[config.mk]
export PLATFORM = sky130hd
export DESIGN_NAME = register_file_param
export DESIGN_NICKNAME = d
export VERILOG_FILES = /design/src/rtl/rf_pkg.sv /design/src/rtl/rf_clear_ctrl.sv /design/src/rtl/register_file_param.sv
export SDC_FILE = /design/constraint.sdc
export NUM_CORES = 1
export LEC_CHECK = 0
export ABC_AREA = 1
export ABC_CLOCK_PERIOD_IN_PS = 2820
export BUFFER_PORTS_ARGS = -buffer_cell sky130_fd_sc_hd__buf_2
export CAP_MARGIN = 5
export CORE_MARGIN = 2
export CORE_UTILIZATION = 35
export CTS_BUF_LIST = sky130_fd_sc_hd__clkbuf_4
export CTS_CLUSTER_DIAMETER = 50
export CTS_CLUSTER_SIZE = 20
export DETAILED_ROUTE_END_ITERATION = 8
export HOLD_SLACK_MARGIN = 0.1
export PLACE_DENSITY = 0.5
export SETUP_SLACK_MARGIN = 0.4
export SYNTH_ARGS = -nofsm -noshare
export SYNTH_HDL_FRONTEND = slang
export SYNTH_HIERARCHICAL = 1
export SYNTH_SLANG_ARGS = --single-unit
[constraint.sdc]
create_clock -name clk -period 2.82 [get_ports clk]
set_input_delay 0.282 -clock clk [delete_from_list [all_inputs] [get_ports clk]]
set_output_delay 0.282 -clock clk [all_outputs]
set_load 0.02 [all_outputs]
[src/rtl/rf_pkg.sv]
// Shared types and default sizes for the parametrised register file.
package rf_pkg;

    typedef enum logic {
        RF_IDLE  = 1'b0,
        RF_SWEEP = 1'b1
    } rf_state_e;

    localparam int RF_DATA_W = 16;
    localparam int RF_ADDR_W = 3;

endpackage

[src/rtl/rf_clear_ctrl.sv]
// Clear sequencer: once started, it walks every entry in ascending order and issues a zero write to each.
// The current FSM state is brought out on a port so it can be observed directly.
module rf_clear_ctrl
    import rf_pkg::*;
#(
    parameter int ADDR_W = RF_ADDR_W
) (
    input  logic              clk,
    input  logic              rst_n,
    input  logic              clr,
    output logic              busy,
    output logic              clr_we,
    output logic [ADDR_W-1:0] clr_addr,
    output rf_state_e         state
);

    rf_state_e         state_next;
    logic [ADDR_W-1:0] idx;
    logic [ADDR_W-1:0] idx_next;

    always_ff @(posedge clk or negedge rst_n) begin
        if (!rst_n) begin
            state <= RF_IDLE;
            idx   <= '0;
        end else begin
            state <= state_next;
            idx   <= idx_next;
        end
    end

    // A CLR seen during a sweep is ignored, so a sweep always covers exactly DEPTH entries.
    always_comb begin
        state_next = state;
        idx_next   = idx;
        busy       = 1'b0;
        clr_we     = 1'b0;
        unique case (state)
            RF_IDLE: begin
                if (clr) begin
                    state_next = RF_SWEEP;
                    idx_next   = '0;
                end
            end
            RF_SWEEP: begin
                busy     = 1'b1;
                clr_we   = 1'b1;
                idx_next = idx + 1'b1;
                if (&idx) begin
                    state_next = RF_IDLE;
                end
            end
            default: state_next = RF_IDLE;
        endcase
    end

    assign clr_addr = idx;

endmodule

[src/rtl/register_file_param.sv]
// Register array of DEPTH x DATA_W with one write port and two read ports.
// Options: a hardwired-zero register 0, same-cycle write bypass, registered reads, and a clear sweep.
module register_file_param
    import rf_pkg::*;
#(
    parameter int DATA_W    = RF_DATA_W,
    parameter int ADDR_W    = RF_ADDR_W,
    parameter int ZERO_REG  = 0,
    parameter int BYPASS    = 1,
    parameter int SYNC_READ = 0
) (
    input  logic              clk,
    input  logic              rst_n,
    input  logic              WE,
    input  logic [ADDR_W-1:0] WR_addr,
    input  logic [DATA_W-1:0] WR_data,
    input  logic [ADDR_W-1:0] RA_addr,
    input  logic [ADDR_W-1:0] RB_addr,
    output logic [DATA_W-1:0] RA_data,
    output logic [DATA_W-1:0] RB_data,
    input  logic              CLR,
    output logic              BUSY,
    output logic              WR_err
);

    localparam int DEPTH = 1 << ADDR_W;

    logic [DATA_W-1:0] mem [DEPTH];

    logic              busy;
    logic              clr_we;
    logic [ADDR_W-1:0] clr_addr;
    rf_state_e         clr_state;

    rf_clear_ctrl #(.ADDR_W(ADDR_W)) u_clear_ctrl (
        .clk      (clk),
        .rst_n    (rst_n),
        .clr      (CLR),
        .busy     (busy),
        .clr_we   (clr_we),
        .clr_addr (clr_addr),
        .state    (clr_state)
    );

    logic              accepted;
    logic              wr_en;
    logic [ADDR_W-1:0] wr_addr;
    logic [DATA_W-1:0] wr_data;

    assign accepted = WE && (clr_state != RF_SWEEP) && !((ZERO_REG != 0) && (WR_addr == '0));

    // The sweep owns the write port while it runs. User writes are never accepted at the same time.
    assign wr_en   = clr_we | accepted;
    assign wr_addr = clr_we ? clr_addr : WR_addr;
    assign wr_data = clr_we ? '0 : WR_data;

    always_ff @(posedge clk or negedge rst_n) begin
        if (!rst_n) begin
            for (int i = 0; i < DEPTH; i++) begin
                mem[i] <= '0;
            end
            WR_err <= 1'b0;
        end else begin
            if (wr_en) begin
                mem[wr_addr] <= wr_data;
            end
            WR_err <= WE & busy;
        end
    end

    assign BUSY = busy;

    logic [DATA_W-1:0] sel_a;
    logic [DATA_W-1:0] sel_b;

    // The zero-register override is applied last, so it takes priority over the bypass.
    always_comb begin
        sel_a = mem[RA_addr];
        sel_b = mem[RB_addr];
        if ((BYPASS != 0) && accepted && (WR_addr == RA_addr)) sel_a = WR_data;
        if ((BYPASS != 0) && accepted && (WR_addr == RB_addr)) sel_b = WR_data;
        if ((ZERO_REG != 0) && (RA_addr == '0)) sel_a = '0;
        if ((ZERO_REG != 0) && (RB_addr == '0)) sel_b = '0;
    end

    generate
        if (SYNC_READ != 0) begin : g_sync_read
            logic [DATA_W-1:0] ra_q;
            logic [DATA_W-1:0] rb_q;
            always_ff @(posedge clk or negedge rst_n) begin
                if (!rst_n) begin
                    ra_q <= '0;
                    rb_q <= '0;
                end else begin
                    ra_q <= sel_a;
                    rb_q <= sel_b;
                end
            end
            assign RA_data = ra_q;
            assign RB_data = rb_q;
        end else begin : g_comb_read
            assign RA_data = sel_a;
            assign RB_data = sel_b;
        end
    endgenerate

endmodule

* Word-level counts from Yosys, hierarchy flattened *
Cells that the tools add are included.
W data, S select, Z words.

word-level totals
  flip-flop bits (word level) = 133
  input bits = 29
  output and inout bits = 34

cells by class
  $add $sub $neg = 1
  $lt $le $gt $ge = 4
  equal/unequal tests = 3
  mux-type cells = 19
  bitwise gates (word level) = 6
  reduce and logical (&&, ||, !) cells = 5

operators with widths
  kind                   count
  $bwmux W128            1
  $mux W16               8
  $bmux W16 S3           2
  $demux W16 S3          1
  $ge A4 B4 Y1 const B   3
  $not A3 Y4             3
  $eq A3 B3 Y1           2
  $mux W3                2
  $pmux W3 S2            1
  $logic_and A1 B1 Y1    4
  $lt A4 B1 Y1 const B   1
  $add A3 B1 Y3 const B  1
  $mux W1                3
  $reduce_and A3 Y1      1
  $ne A2 B2 Y1 const B   1
  $pmux W1 S2            1
  $and A1 B1 Y1          1
  $not A1 Y1             1
  $or A1 B1 Y1           1

* Depth between registers and ports, before layout *
  word-level depth = 8
  depth in mapped cells = 10

* Cells and area by module *
The synthesis kept the hierarchy.

modules (own cells, without submodules)
  module               instances  cells each  area an instance (µm²)  seq. area each (µm²)
  register_file_param  1          1236        8224.1                  3228.1
  rf_clear_ctrl        1          22          195.2                   100.1

* Worst setup path after synthesis *
Ideal clock, no wire load.

  path kind = register to output
  from = register u_clear_ctrl.state
  to = output port RB_data[0]
  arrival time = 1576 ps
  required time = 2538 ps
  path slack = 962 ps
  cell stages (with the launch flop) = 10
  path buffers = 2
  cell sequence = dfrtp_1 > buf_4 > nor2_1 > nand2_1 > nor2_1 > nand2_2 > inv_2 > buf_4 > nand2_1 > nand2_1

on the way
  longest elaborated chain between the ends = 4

RTL lines
  element                 RTL line                   text
  start, declared         rf_clear_ctrl.sv:14        output rf_state_e state
  start signal, assigned  rf_clear_ctrl.sv:26        state <= state_next;
  $not A1 Y1              register_file_param.sv:50  assign accepted = WE && (clr_state != RF_SWEEP) && !((ZERO_REG != 0) && (WR_addr == '0));
  $logic_and A1 B1 Y1     register_file_param.sv:50
  $logic_and A1 B1 Y1     register_file_param.sv:81  if ((BYPASS != 0) && accepted && (WR_addr == RB_addr)) sel_b = WR_data;
  $mux W16                register_file_param.sv:81
  end, declared           register_file_param.sv:20  output logic [DATA_W-1:0] RB_data,

Every way passes these cells.

* Final worst setup path *
  from = input port WE
  to = output port RA_data[3]

on the way
  longest elaborated chain between the ends = 3

RTL lines
  element              RTL line                   text
  start, declared      register_file_param.sv:14  input logic WE,
  $logic_and A1 B1 Y1  register_file_param.sv:50
  $logic_and A1 B1 Y1  register_file_param.sv:80  if ((BYPASS != 0) && accepted && (WR_addr == RA_addr)) sel_a = WR_data;
  $mux W16             register_file_param.sv:80
  end, declared        register_file_param.sv:19  output logic [DATA_W-1:0] RA_data,

Every way passes these cells.

==> impl_results.md <==
- Num ports: 63
- Top post-synthesis cells by count: nand2_1 (494), nand3_1 (224), inv_1 (155), dfrtp_1 (133), o21ai_1 (76)
- Layout area overhead: 10.2%
- Final Non-Filler Cells: 1624
- Yosys reg bits: 133
- Die area: 0.0253 mm2
- Status: complete, no violations
- Worst Hold Depth: 3
- Max Slew Vio Count: 0
- First-pass GRT wire length: 45.4 mm
- CTS Sinks: 133
- Hold wc startpoint: WR_data[14]
- Post-synth EDFFs: 0
- CP Data Required Time: 2.54 ns
- Crit. End Element: output port
- Final setup viols: 0
- Crit path DAT: 2.07 ns
- R2r startpoint: u_clear_ctrl/state
- Drt initial violations: 626
- Cell depth of the worst flop-to-flop path: 8
- Worst setup margin: 0.464 ns
- Gr usage total: 0.232
- CTS Buf Count: 17
- RR Endpoint: mem[54]
- Total Power: 8680 uW
- Core area: 0.0235 mm2
- Crit path kind: in2out
- Row count: 56
- Clock tree from TritonCTS: built
- Worst Hold End: mem[94]
- Max-Cap Viols: 0
- Count leader, synth: nand2_1
- Synth cell types: 19
- P_leak: 0.00484 uW
- Mapped Cells: 1258
- Fin crit period: 2.36 ns
- HPWL Detailed: 18.4 mm
- Largest net degree at the start of global routing: 65
- Peak supply drop: 0.584 mV
- 1st-pass router iterations: 7
- Antenna violations before repair: 2
- Tcrit/Tclk final: 0.835
- Setup tns final: 0 ns
- DRC errors left: 0
- Setup crit start kind: input pin
- GPL Wtd Cong: 0.847
- Area of the mapped netlist: 0.00842 mm2
- Total grt overflow: 0
- CP max FO: 5
- DIE WIDTH: 159 um
- Clk Latency, worst-skew pair: 0.56 ns
- Total wire length: 29.2 mm
- PD cells: 936 mW/mm2
- Htree depth: 4
- Max Root-Sink Buffers: 2
- Place WS: 0.579 ns
- Ys flop type: dfrtp_1
- WL/cell: 18.0 um
- Initial Utilization: 0.358
- Max frequency: 424 MHz
- Number of global-route vias before repair: 7475
- Worst-margin pin slew: 0.843 ns
- Slew Limit Headroom: 0.436
- Post-synthesis sequential area ratio: 0.395
- Inst Count DP: 1582
- Count of final hold-check violations: 0
- Cell type with the largest total area after synthesis: dfrtp_1
- Syn Area/Cell: 6.69 um2
- Clock root cell: clkbuf_4
- Syn nets: 1289
- Via count: 8044
- Ys Warns: 6
- Die extent in y: 159 um
- Antenna-violating nets left: 0
- Final Skew: 0.0184 ns
- Yosys top cell area share: 0.395
- Synth area leaders: dfrtp_1 (40%), nand2_1 (22%), nand3_1 (13%)
- Fraction of layout cells with a size suffix above 1: 0.146
- Fraction of registers with async set/reset: 1.00
- Hold WS: 0.228 ns
- RSZ-0062 raised after global routing: yes
- Clock slew at reported path FFs: 0.13 ns
- R2r setup slk: 0.67 ns
- Port bufs: 62
- Tightest Hold Check Type: in2reg
- Via density: 4.95
- Nets: 1322
-- metrics by stage --
step | util | area [um2]
floorplan | - | 8420
global placement | 0.375 | 8830
detailed placement | 0.375 | 8830
CTS | 0.392 | 9240
global route | 0.394 | 9280
finish | 0.394 | 9280
-- critical path, stage by stage --
cell	delay (ns)
dlygate4sd3_1	0.52
buf_2	0.13
inv_1	0.08
nor2_4	0.13
nand2_2	0.08
nor2_4	0.15
nand2_4	0.16
buf_6	0.18
nand3_1	0.13
nand2_1	0.07
buf_2	0.16
-- flip-flops by register name (all words and copies together) (netlist names) --
| register | flops |
|---|---|
| WR_err | 1 |
| mem | 128 |
| u_clear_ctrl/clr_addr | 3 |
| u_clear_ctrl/state | 1 |
-- kinds of logic after synthesis --
| family | share of synthesized area |
|---|---|
| DFF | 0.395 |
| buffers and inverters | 0.137 |
| and+or+nand+nor | 0.371 |
| AOI/OAI and AO/OA | 0.0938 |
| adders and majority gates | 0.00297 |
-- worst max-delay path by stage --
stage | cells after the start | end | start
3_5_place_dp | 8 | RA_data[14] | u_clear_ctrl/state
2_1_floorplan | 9 | RB_data[0] | u_clear_ctrl/state
3_3_place_gp | 8 | RA_data[14] | u_clear_ctrl/state
6_report | 11 | RA_data[3] | WE
5_1_grt | 8 | RB_data[9] | u_clear_ctrl/state
4_1_cts | 8 | RA_data[14] | u_clear_ctrl/state
-- power breakdown --
part	internal [uW]	switching (uW)
clock	542	818
sequential	2680	396
combinational	1260	2980
total	4490	4200
-- repair_timing --
item	4_1_cts	5_1_grt
buffers inserted	3	2
cloned	1	0
setup endpoints to repair	32	32
pin swaps	2	3
hold buffers	3	0
gates resized for setup	17	5
hold endpoints to repair	62	0
-- per-layer routing --
| layer | vias up | track usage | wire (um) |
|---|---|---|---|
| li1 | 4014 | - | - |
| met1 | 3733 | 0.320 | 13300 |
| met2 | 243 | 0.367 | 13500 |
| met3 | 52 | 0.0391 | 1500 |
| met4 | 2 | 0.0851 | 868 |
| met5 | - | 0 | 7 |
-- cell usage in the layout, fill, tap and decap left out, types with 4 or more instances in the layout --
master,synthesis,routed
nand2_1,494,493
nand3_1,224,218
inv_1,155,153
dfrtp_1,133,132
o21ai_1,76,76
buf_2,31,61
o21ai_2,33,33
o21ai_0,24,24
buf_4,11,20
clkbuf_4,0,18
nand2_2,12,13
nor2_1,14,12
nand3_2,0,6
inv_2,5,5
clkinvlp_4,0,5
buf_6,20,5
clkinv_4,0,4
buf_12,0,4
-- layout make-up --
type                    instances  area, um2
repair buffers                 93        622
flip-flops and latches        133       3330
inverters                     163        632
fillers                      2642      14300
clock inverters                14        155
diodes                          1       2.50
multi-input cells             883       4000
well taps                     319        399
clock buffers                  18        135
(Power assumes the default switching activity.)
